$ cat src/rtl/pc_ctrl.sv
// Fetch-stage sequencer: owns the program counter and instruction-ROM enable,
// and turns downstream stall/flush requests into the pipeline stall vector.
module pc_ctrl #(
  parameter logic [31:0] RESET_VECTOR = 32'h0000_0000,
  parameter int          HOLD_CYCLES  = 2
) (
  input  logic        clk,
  input  logic        rst,
  input  logic        stallreq_id,
  input  logic        stallreq_ex,
  input  logic        stallreq_mem,
  input  logic        branch_flag,
  input  logic [31:0] branch_target,
  input  logic        flush_req,
  input  logic [31:0] exc_pc,
  output logic [31:0] pc,
  output logic        ce,
  output logic [5:0]  stall,
  output logic        flush,
  output logic        misalign
);

  typedef enum logic [1:0] {
    HOLD  = 2'd0,
    RUN   = 2'd1,
    FLUSH = 2'd2
  } state_t;

  localparam logic [3:0] HOLD_LAST = 4'(HOLD_CYCLES - 1);

  state_t     state;
  logic [3:0] hold_cnt;

  // NOTE: every output gets a default before the case so no latch is inferred.
  always_comb begin
    stall = 6'b000000;
    flush = 1'b0;
    if (!rst) begin
      unique case (state)
        RUN: begin
          if (flush_req)         flush = 1'b1;
          else if (stallreq_mem) stall = 6'b011111;
          else if (stallreq_ex)  stall = 6'b001111;
          else if (stallreq_id)  stall = 6'b000111;
        end
        FLUSH:   flush = flush_req;
        default: ;
      endcase
    end
  end

  // NOTE: all sequential state uses non-blocking assignments so every register
  // samples the pre-edge values regardless of statement order.
  always_ff @(posedge clk) begin
    if (rst) begin
      state    <= HOLD;
      hold_cnt <= 4'd0;
      pc       <= RESET_VECTOR;
      ce       <= 1'b0;
      misalign <= 1'b0;
    end else begin
      unique case (state)
        HOLD: begin
          pc       <= RESET_VECTOR;
          misalign <= 1'b0;
          if (hold_cnt == HOLD_LAST) begin
            state    <= RUN;
            ce       <= 1'b1;
            hold_cnt <= 4'd0;
          end else begin
            ce       <= 1'b0;
            hold_cnt <= hold_cnt + 4'd1;
          end
        end
        RUN: begin
          ce <= 1'b1;
          if (flush_req) begin
            pc       <= {exc_pc[31:2], 2'b00};
            misalign <= |exc_pc[1:0];
            state    <= FLUSH;
          end else if (stall[0]) begin
            // Branch is dropped while stalled; ID re-presents it afterwards.
            misalign <= 1'b0;
          end else if (branch_flag) begin
            pc       <= {branch_target[31:2], 2'b00};
            misalign <= |branch_target[1:0];
          end else begin
            pc       <= pc + 32'd4;
            misalign <= 1'b0;
          end
        end
        FLUSH: begin
          ce <= 1'b1;
          if (flush_req) begin
            pc       <= {exc_pc[31:2], 2'b00};
            misalign <= |exc_pc[1:0];
          end else begin
            // Requests here come from squashed instructions and are ignored.
            pc       <= pc + 32'd4;
            misalign <= 1'b0;
            state    <= RUN;
          end
        end
        default: begin
          state <= HOLD;
          ce    <= 1'b0;
        end
      endcase
    end
  end

endmodule

$ cat config.mk
export PLATFORM = sky130hd
export DESIGN_NAME = pc_ctrl
export DESIGN_NICKNAME = d
export VERILOG_FILES = /design/src/rtl/pc_ctrl.sv
export SDC_FILE = /design/constraint.sdc
export NUM_CORES = 1
export LEC_CHECK = 0
export ABC_AREA = 1
export BUFFER_PORTS_ARGS = -buffer_cell sky130_fd_sc_hd__buf_4
export CAP_MARGIN = 20
export CORE_ASPECT_RATIO = 1.5
export CORE_MARGIN = 2
export CORE_UTILIZATION = 55
export DETAILED_ROUTE_END_ITERATION = 8
export HOLD_SLACK_MARGIN = 0.1
export PLACE_DENSITY = 0.84
export RECOVER_POWER = 50
export SKIP_CTS_REPAIR_TIMING = 1
export SYNTH_ARGS = -nofsm -noshare
export SYNTH_HDL_FRONTEND = slang
export SYNTH_SLANG_ARGS = --single-unit
$ cat constraint.sdc
create_clock -name clk -period 4.9 [get_ports clk]
set_input_delay 0.98 -clock clk [delete_from_list [all_inputs] [get_ports clk]]
set_output_delay 0.98 -clock clk [all_outputs]
set_load 0.02 [all_outputs]
### Word-level counts from Yosys, hierarchy flattened

Cells that the tools add are included.
Widths: inputs -> output; s select.

* register bits: 40
* input port bits: 71
* output and inout port bits: 41
* logic and storage cells: 47

* add/subtract/negate cells: 2
* eq/ne operators: 7
* multiplexer cells: 26
* reductions and logical operators: 7

Operator list (number)
* $mux 32: 4
* $pmux 32 s3: 1
* $add 32x3->32 const B: 1
* $mux 5: 4
* $mux 4: 2
* $mux 1: 7
* $mux 2: 3
* $ne 2x2->1 const B: 3
* $pmux 2 s3: 1
* $reduce_or 2->1: 3
* $add 4x1->4 const B: 1
* $eq 4x1->1 const B: 1
* $pmux 1 s2: 2
* $mux 3: 1
* $ne 3x3->1 const B: 1
* $pmux 1 s3: 1
* $reduce_and 3->1: 1
* $reduce_bool 3->1: 1
* $eq 2x1->1 const B: 1
* $eq 2x2->1 const B: 1
* $logic_not 2->1: 1
* $reduce_and 2->1: 1

### Depth between registers and ports, before layout

Gate-level depths: netlist of run 1.

* depth in word-level cells: 9
* depth in mapped cells: 13
* depth with buffers taken out: 13

### Worst setup path after synthesis of run 1

No wires, ideal clock.

* kind: input to output
* start point: input port flush_req
* end point: output port flush
* data arrival time: 1.938 ns
* required time: 3.920 ns
* slack: 1.982 ns
* cell stages on the path: 4
* buffers on the path: 2
* cell sequence: buf_4 -> inv_2 -> buf_1 -> nor3_1

* cells in the longest elaborated chain, start to end: 3

Ends and longest elaborated chain
* from (decl): RTL line 14 `input logic flush_req,`
* $mux 1: RTL line 41 `if (flush_req) flush = 1'b1;`
* $pmux 1 s2 *: RTL line 39 `unique case (state)`
* $mux 1 *: RTL line 38 `if (!rst) begin`
* to (decl): RTL line 19 `output logic flush,`

Every way passes the cells marked *; elsewhere a longest branch is shown, timed or not.

### Final worst setup path of run 1

* start point: register state[1]
* end point: output port stall[2]

* cells in the longest elaborated chain, start to end: 3

Ends and longest elaborated chain
* from (decl): RTL line 31 `state_t state;`
* from (signal assigned): RTL line 56 `state <= HOLD;`
* from (signal assigned): RTL line 67 `state <= RUN;`
* from (signal assigned): RTL line 80 `state <= FLUSH;`
* $eq 2x1->1: RTL line 39
* $mux 5: RTL line 39
* $mux 5: RTL line 38
* to (decl): RTL line 18 `output logic [5:0] stall,`

Every way passes these cells.

==> flow_summary.yaml, run 1 <==
yosys:
  yosys.area.top_type: "dfxtp_1"
  ys_async_sr_fraction: 0
  synth.area.top_cells: "dfxtp_1 (24%), nand2_1 (23%), nor2_1 (10%)"
  ys_types: 37
  syn_avg_cell_area_um2: 5.834
  syn_inst: 537
  synth_warnings: 0
  yosys.area.top_type_share: 0.2428
  synthesis.area_um2: 3133
  synth_edf_count: 0
  seq_area_frac_synth: 0.2428
  synth-seq-cells: 38
  synth_ff_type: "dfxtp_1"
power:
  swShare: 0.4818
  power.switching_mw: 0.6420
  p_int_mw: 0.6906
  totalPowerFinal_mw: 1.333
  p_seq_frac: 0.319
  pwr-share-comb: 0.499
  clkPwrFrac: 0.182
  leakage_nw: 1.534
  peakVddDrop_v: 0.0003023
  p_per_area_nw_per_um2: 346.5
flow_run:
  maxCapViolCount: 0
cts:
  cts_inserted_buffers: 5
  clk_pin_slew_ns: 0.08
  root_buffer: "clkbuf_8"
  cts.sink_count: 38
  clk_path_buf_depth: 2
  htree_levels: 2
  clk-insertion-delay-late_ns: 0.30
  cts_tree: "yes"
min_path:
  min_path_type: "flip-flop to flip-flop"
  whs_path_depth: 2
detailed_routing:
  viasPerCell: 5.475
  ant_nets: 0
  first_pass_iters: 5
  initialDrtViolationCount: 352
  routedWlPerCell_um: 14.26
  routed-via-count: 3827
  wl_um: 9965
  drc: 0
critical_path:
  reg2reg_depth: 10
  worstPathRequired_ns: 3.92
  slowest_delay_ns: 0.43
  r2r_setup_slack_ns: 2.32
  crit_fanout: 10
  crit_arrival_ns: 2.04
  rr_startpoint: "state[1]"
  setup.worst_path.end: "stall[2]"
  slowest_stage: "ha_1"
  crit_start: "state[1]"
  path_cells: "inv_1 > ha_1 > inv_2 > nor2_4 > inv_2 > or2_4 > nor2_2 > buf_4"
  cp-start-kind: "flip-flop"
  regToRegEndpoint: "pc[15]"
  cpMostUsedCell: "inv_2"
  critical_path_class: "flip-flop to output port"
  cp-end-kind: "output port"
global_route:
  antenna_found_initial: 0
  overflow: 0
  grt_max_degree: 41
  grt_pass1_wl_um: 15680
  grt_pass1_vias: 3520
  track_usage: 0.3141
floorplanning:
  ioPinCount: 112
  fp.dieArea_um2: 6329
  rows: 33
  core_area_um2: 5492
  initial_utilization: 0.5705
  die_w_um: 65.63
  dieHeight_um: 96.44
timing:
  finalHoldViolations: 0
  max_freq_mhz: 331.7
  period_minus_slack_ns: 3.015
  finClkSkew_ns: 0.007866
  setup_viol: 0
  drv_slew: 0
  slew_headroom: 0.5059
  rsz0062_at_grt: "false"
  fin_crit_sh: 0.6153
  tightest_slew_ns: 0.7404
  setup_tns_ns: 0
status:
  outcome: "finished, final reports clean"
final_layout:
  insertedDiodeCount: 0
  fill_cells: 592
  layout.nets: 706
  layout-drive-gt1-share: 0.1765
  syn_to_final_growth_pct: 22.76
placement:
  gp_congestion: 0.9530
  io_buffers: 108
  dpl.hpwl_um: 7364
routing by layer:
metal	GRT usage	wire, µm
met1	0.3565	3782
met5	0	0
met4	0.09201	171
met2	0.6069	5487
met3	0.03129	524
cell usage in the layout (no fill, tap or decap), drive strengths merged, types with 7 or more instances in the layout:
cell    Yosys  routed
nand2     191     191
nor2       93      93
buf        21      77
a21oi      58      58
dfxtp      38      38
clkbuf      5      38
inv        34      34
nand3      24      24
o21ai      21      21
o211ai     17      17
ha          7       7
worst max-delay path, delay by kind of cell, from the launching register on:
| kind | cells | cell delay [ns] |
|---|---|---|
| flops | 1 | 0.35 |
| fa+ha+maj | 1 | 0.43 |
| buf+inv | 4 | 0.46 |
| simple gates | 3 | 0.51 |
synth_stat cells (6+ instances only):
cell type / instances
nand2_1: 190
dfxtp_1: 38
o21ai_0: 16
nand3_1: 24
inv_1: 30
ha_1: 7
nor3_1: 6
o211ai_1: 12
a21oi_1: 55
nor2_1: 86
buf_4: 7
through the flow:
stage                     instance area (µm²)  setup slack [ns]  utilization  hold slack (ns)  std cells
after global routing                     3846             1.817       0.7004           0.5259        699
after global placement                   3871             1.944       0.7049           0.4700        691
after floorplan                          3141             1.982            -           0.4684        539
final                                    3846             1.885       0.7004           0.4814        699
after detailed placement                 3871             1.923       0.7049           0.4701        691
after CTS                                3963             1.884       0.7216           0.4841        699
power groups by stage:
stage / clock, mW / sequential (mW) / combinational [mW]
floorplan: 0 / 0.461 / 0.462
global placement: 0 / 0.428 / 0.661
detailed placement: 0 / 0.430 / 0.683
CTS: 0.238 / 0.424 / 0.687
global route: 0.249 / 0.432 / 0.736
finish: 0.242 / 0.425 / 0.666
area by class of cell:
class / count / area, µm² / share of cell area
Clock inverter: 1 / 5.005 / 0.001301
Multi-Input combinational cell: 441 / 2085 / 0.5420
Inverter: 34 / 127.6 / 0.03318
Timing Repair Buffer: 108 / 694.4 / 0.1805
Clock buffer: 7 / 86.33 / 0.02245
Tap cell: 70 / 87.58 / 0.02277
Sequential cell: 38 / 760.7 / 0.1978
flip-flops by register name, summed over array words and instances, names as in the netlist:
register,flops
pc,30
hold_cnt,4
state,2
ce,1
misalign,1
cell families after synthesis:
kind of cell,Yosys count,share of synthesized area
buf+inv,60,0.09424
other cells,1,0.001197
fa+ha+maj,7,0.02795
xor+xnor,5,0.01398
simple gates,323,0.4181
compound gates,103,0.2017
flops,38,0.2428
how the worst min path moves through the flow:
| stage | from | end | slack (ns) |
|---|---|---|---|
| final | misalign | misalign | 0.48 |
| after global routing | misalign | misalign | 0.53 |
| after CTS | misalign | misalign | 0.48 |
| after detailed placement | misalign | misalign | 0.47 |
| after global placement | misalign | misalign | 0.47 |
| after floorplan | hold_cnt[1] | hold_cnt[1] | 0.47 |
Note: power is estimated with default switching activity, not from simulation.
==> run 2: changes to the inputs <==
- CORE_UTILIZATION: 55 -> 46
- PLACE_DENSITY: 0.84 -> 0.75
- clock period: 4.9 -> 2.74 ns (I/O delays scaled with it)
==> flow_summary.yaml, run 2 (same netlist as run 1, synthesis figures left out) <==
timing:
  slew_headroom: 0.5319
  fin_crit_sh: 0.9151
  worst_slack_ns: 0.2325
  setup_viol: 0
  finClkSkew_ns: 0.01338
  rsz0062_at_grt: "false"
  max_freq_mhz: 398.8
  finalHoldViolations: 0
  setup_tns_ns: 0
  period_minus_slack_ns: 2.507
  tightest_slew_ns: 0.7014
  drv_slew: 0
final_layout:
  layout_commonest_cell: "nand2_1"
  final_core_util: 0.5929
  finalNonFillerCells: 708
  layout_common_cells: "nand2_1 (190), nor2_1 (86), buf_4 (79), a21oi_1 (55), dfxtp_1 (38)"
  largest_register_ff_count: 30
  top_register: "pc"
  reg_top3: "pc: 30 flops, hold_cnt: 4 flops, state: 2 flops"
  syn_to_final_growth_pct: 23.60
  layout-drive-gt1-share: 0.1788
  layout.nets: 709
  insertedDiodeCount: 0
global_route:
  track_usage: 0.2574
  overflow: 0
  grt_pass1_wl_um: 15840
  grt_pass1_vias: 3526
  grt_max_degree: 41
  antenna_found_initial: 0
power:
  peakVddDrop_v: 0.0004410
  leakage_nw: 1.544
  p_per_area_nw_per_um2: 609.8
  totalPowerFinal_mw: 2.361
cts:
  clk_path_buf_depth: 2
  clk-insertion-delay-late_ns: 0.30
  htree_levels: 2
  cts_inserted_buffers: 5
  clk_pin_slew_ns: 0.08
  cts_tree: "yes"
  cts.sink_count: 38
  root_buffer: "clkbuf_8"
min_path:
  min_path_type: "flip-flop to flip-flop"
status:
  outcome: "finished, final reports clean"
critical_path:
  critical_path_class: "flip-flop to output port"
  cp-end-kind: "output port"
  crit_fanout: 10
  crit_arrival_ns: 1.96
  cp-start-kind: "flip-flop"
  worstPathRequired_ns: 2.19
floorplanning:
  ioPinCount: 112
  dieHeight_um: 105.1
  rows: 36
  fp.dieArea_um2: 7501
  initial_utilization: 0.4797
  die_w_um: 71.39
  core_area_um2: 6531
detailed_routing:
  ant_nets: 0
  routed-via-count: 3733
  drc: 0
  wl_um: 9565
  routedWlPerCell_um: 13.51
  first_pass_iters: 5
  initialDrtViolationCount: 236
  viasPerCell: 5.273
placement:
  dp.cells: 700
  dp_slack_ns: 0.5162
  gp_congestion: 0.8798
  dpl.hpwl_um: 7172
  io_buffers: 108
flow_run:
  maxCapViolCount: 0
## run 2: cell count changes in the layout (fill, tap and decap cells not counted)
cell,previous run,this run
clkbuf_1,32,33
buf_4,77,79
## run 2: layout make-up
class                   count  area, µm²
repair buffers            111      713.2
clock inverters             1      5.005
flip-flops and latches     38      760.7
fillers                   725       2659
clock buffers               7      86.33
multi-input cells         441       2085
inverters                  34      127.6
well taps                  76      95.09
## run 2: per-stage QoR
| step | cell area, µm² | hold WS, ns |
|---|---|---|
| floorplan | 3141 | 0.4684 |
| global placement | 3901 | 0.4688 |
| detailed placement | 3901 | 0.4805 |
| CTS | 3993 | 0.4923 |
| global route | 3872 | 0.5239 |
| finish | 3872 | 0.4882 |
## run 2: path summary, 6_finish.rpt
| check | start | to | slack [ns] | cells past startpoint |
|---|---|---|---|---|
| setup / recovery | state[1] | stall[0] | 0.23 | 8 |
| hold / removal | misalign | misalign | 0.49 | 2 |
| setup reg to reg | state[1] | pc[12] | 0.52 | 10 |
| hold reg to reg | misalign | misalign | 0.49 | 2 |
## run 2: worst max-delay path, stage by stage, from the launching register on
cell	delay (ns)
dfxtp_1	0.34
inv_1	0.12
ha_1	0.38
inv_2	0.10
nor2_4	0.11
inv_2	0.04
or2_4	0.25
nor2_2	0.16
buf_4	0.17
## run 2: report_power, final
group | internal, mW | total, mW | switching [mW] | leakage [nW]
clock network | 0.203 | 0.412 | 0.209 | 0.0482
logic | 0.410 | 1.19 | 0.784 | 1.19
registers | 0.639 | 0.756 | 0.116 | 0.308
total | 1.25 | 2.36 | 1.11 | 1.54
## run 2: routing by layer
metal  wire (µm)  track usage  up-vias
li1            -            -     1919
met1        3790       0.2950     1673
met2        5042       0.4755      117
met3         462      0.03375       24
met4         269      0.08625        0
met5           0            0        -
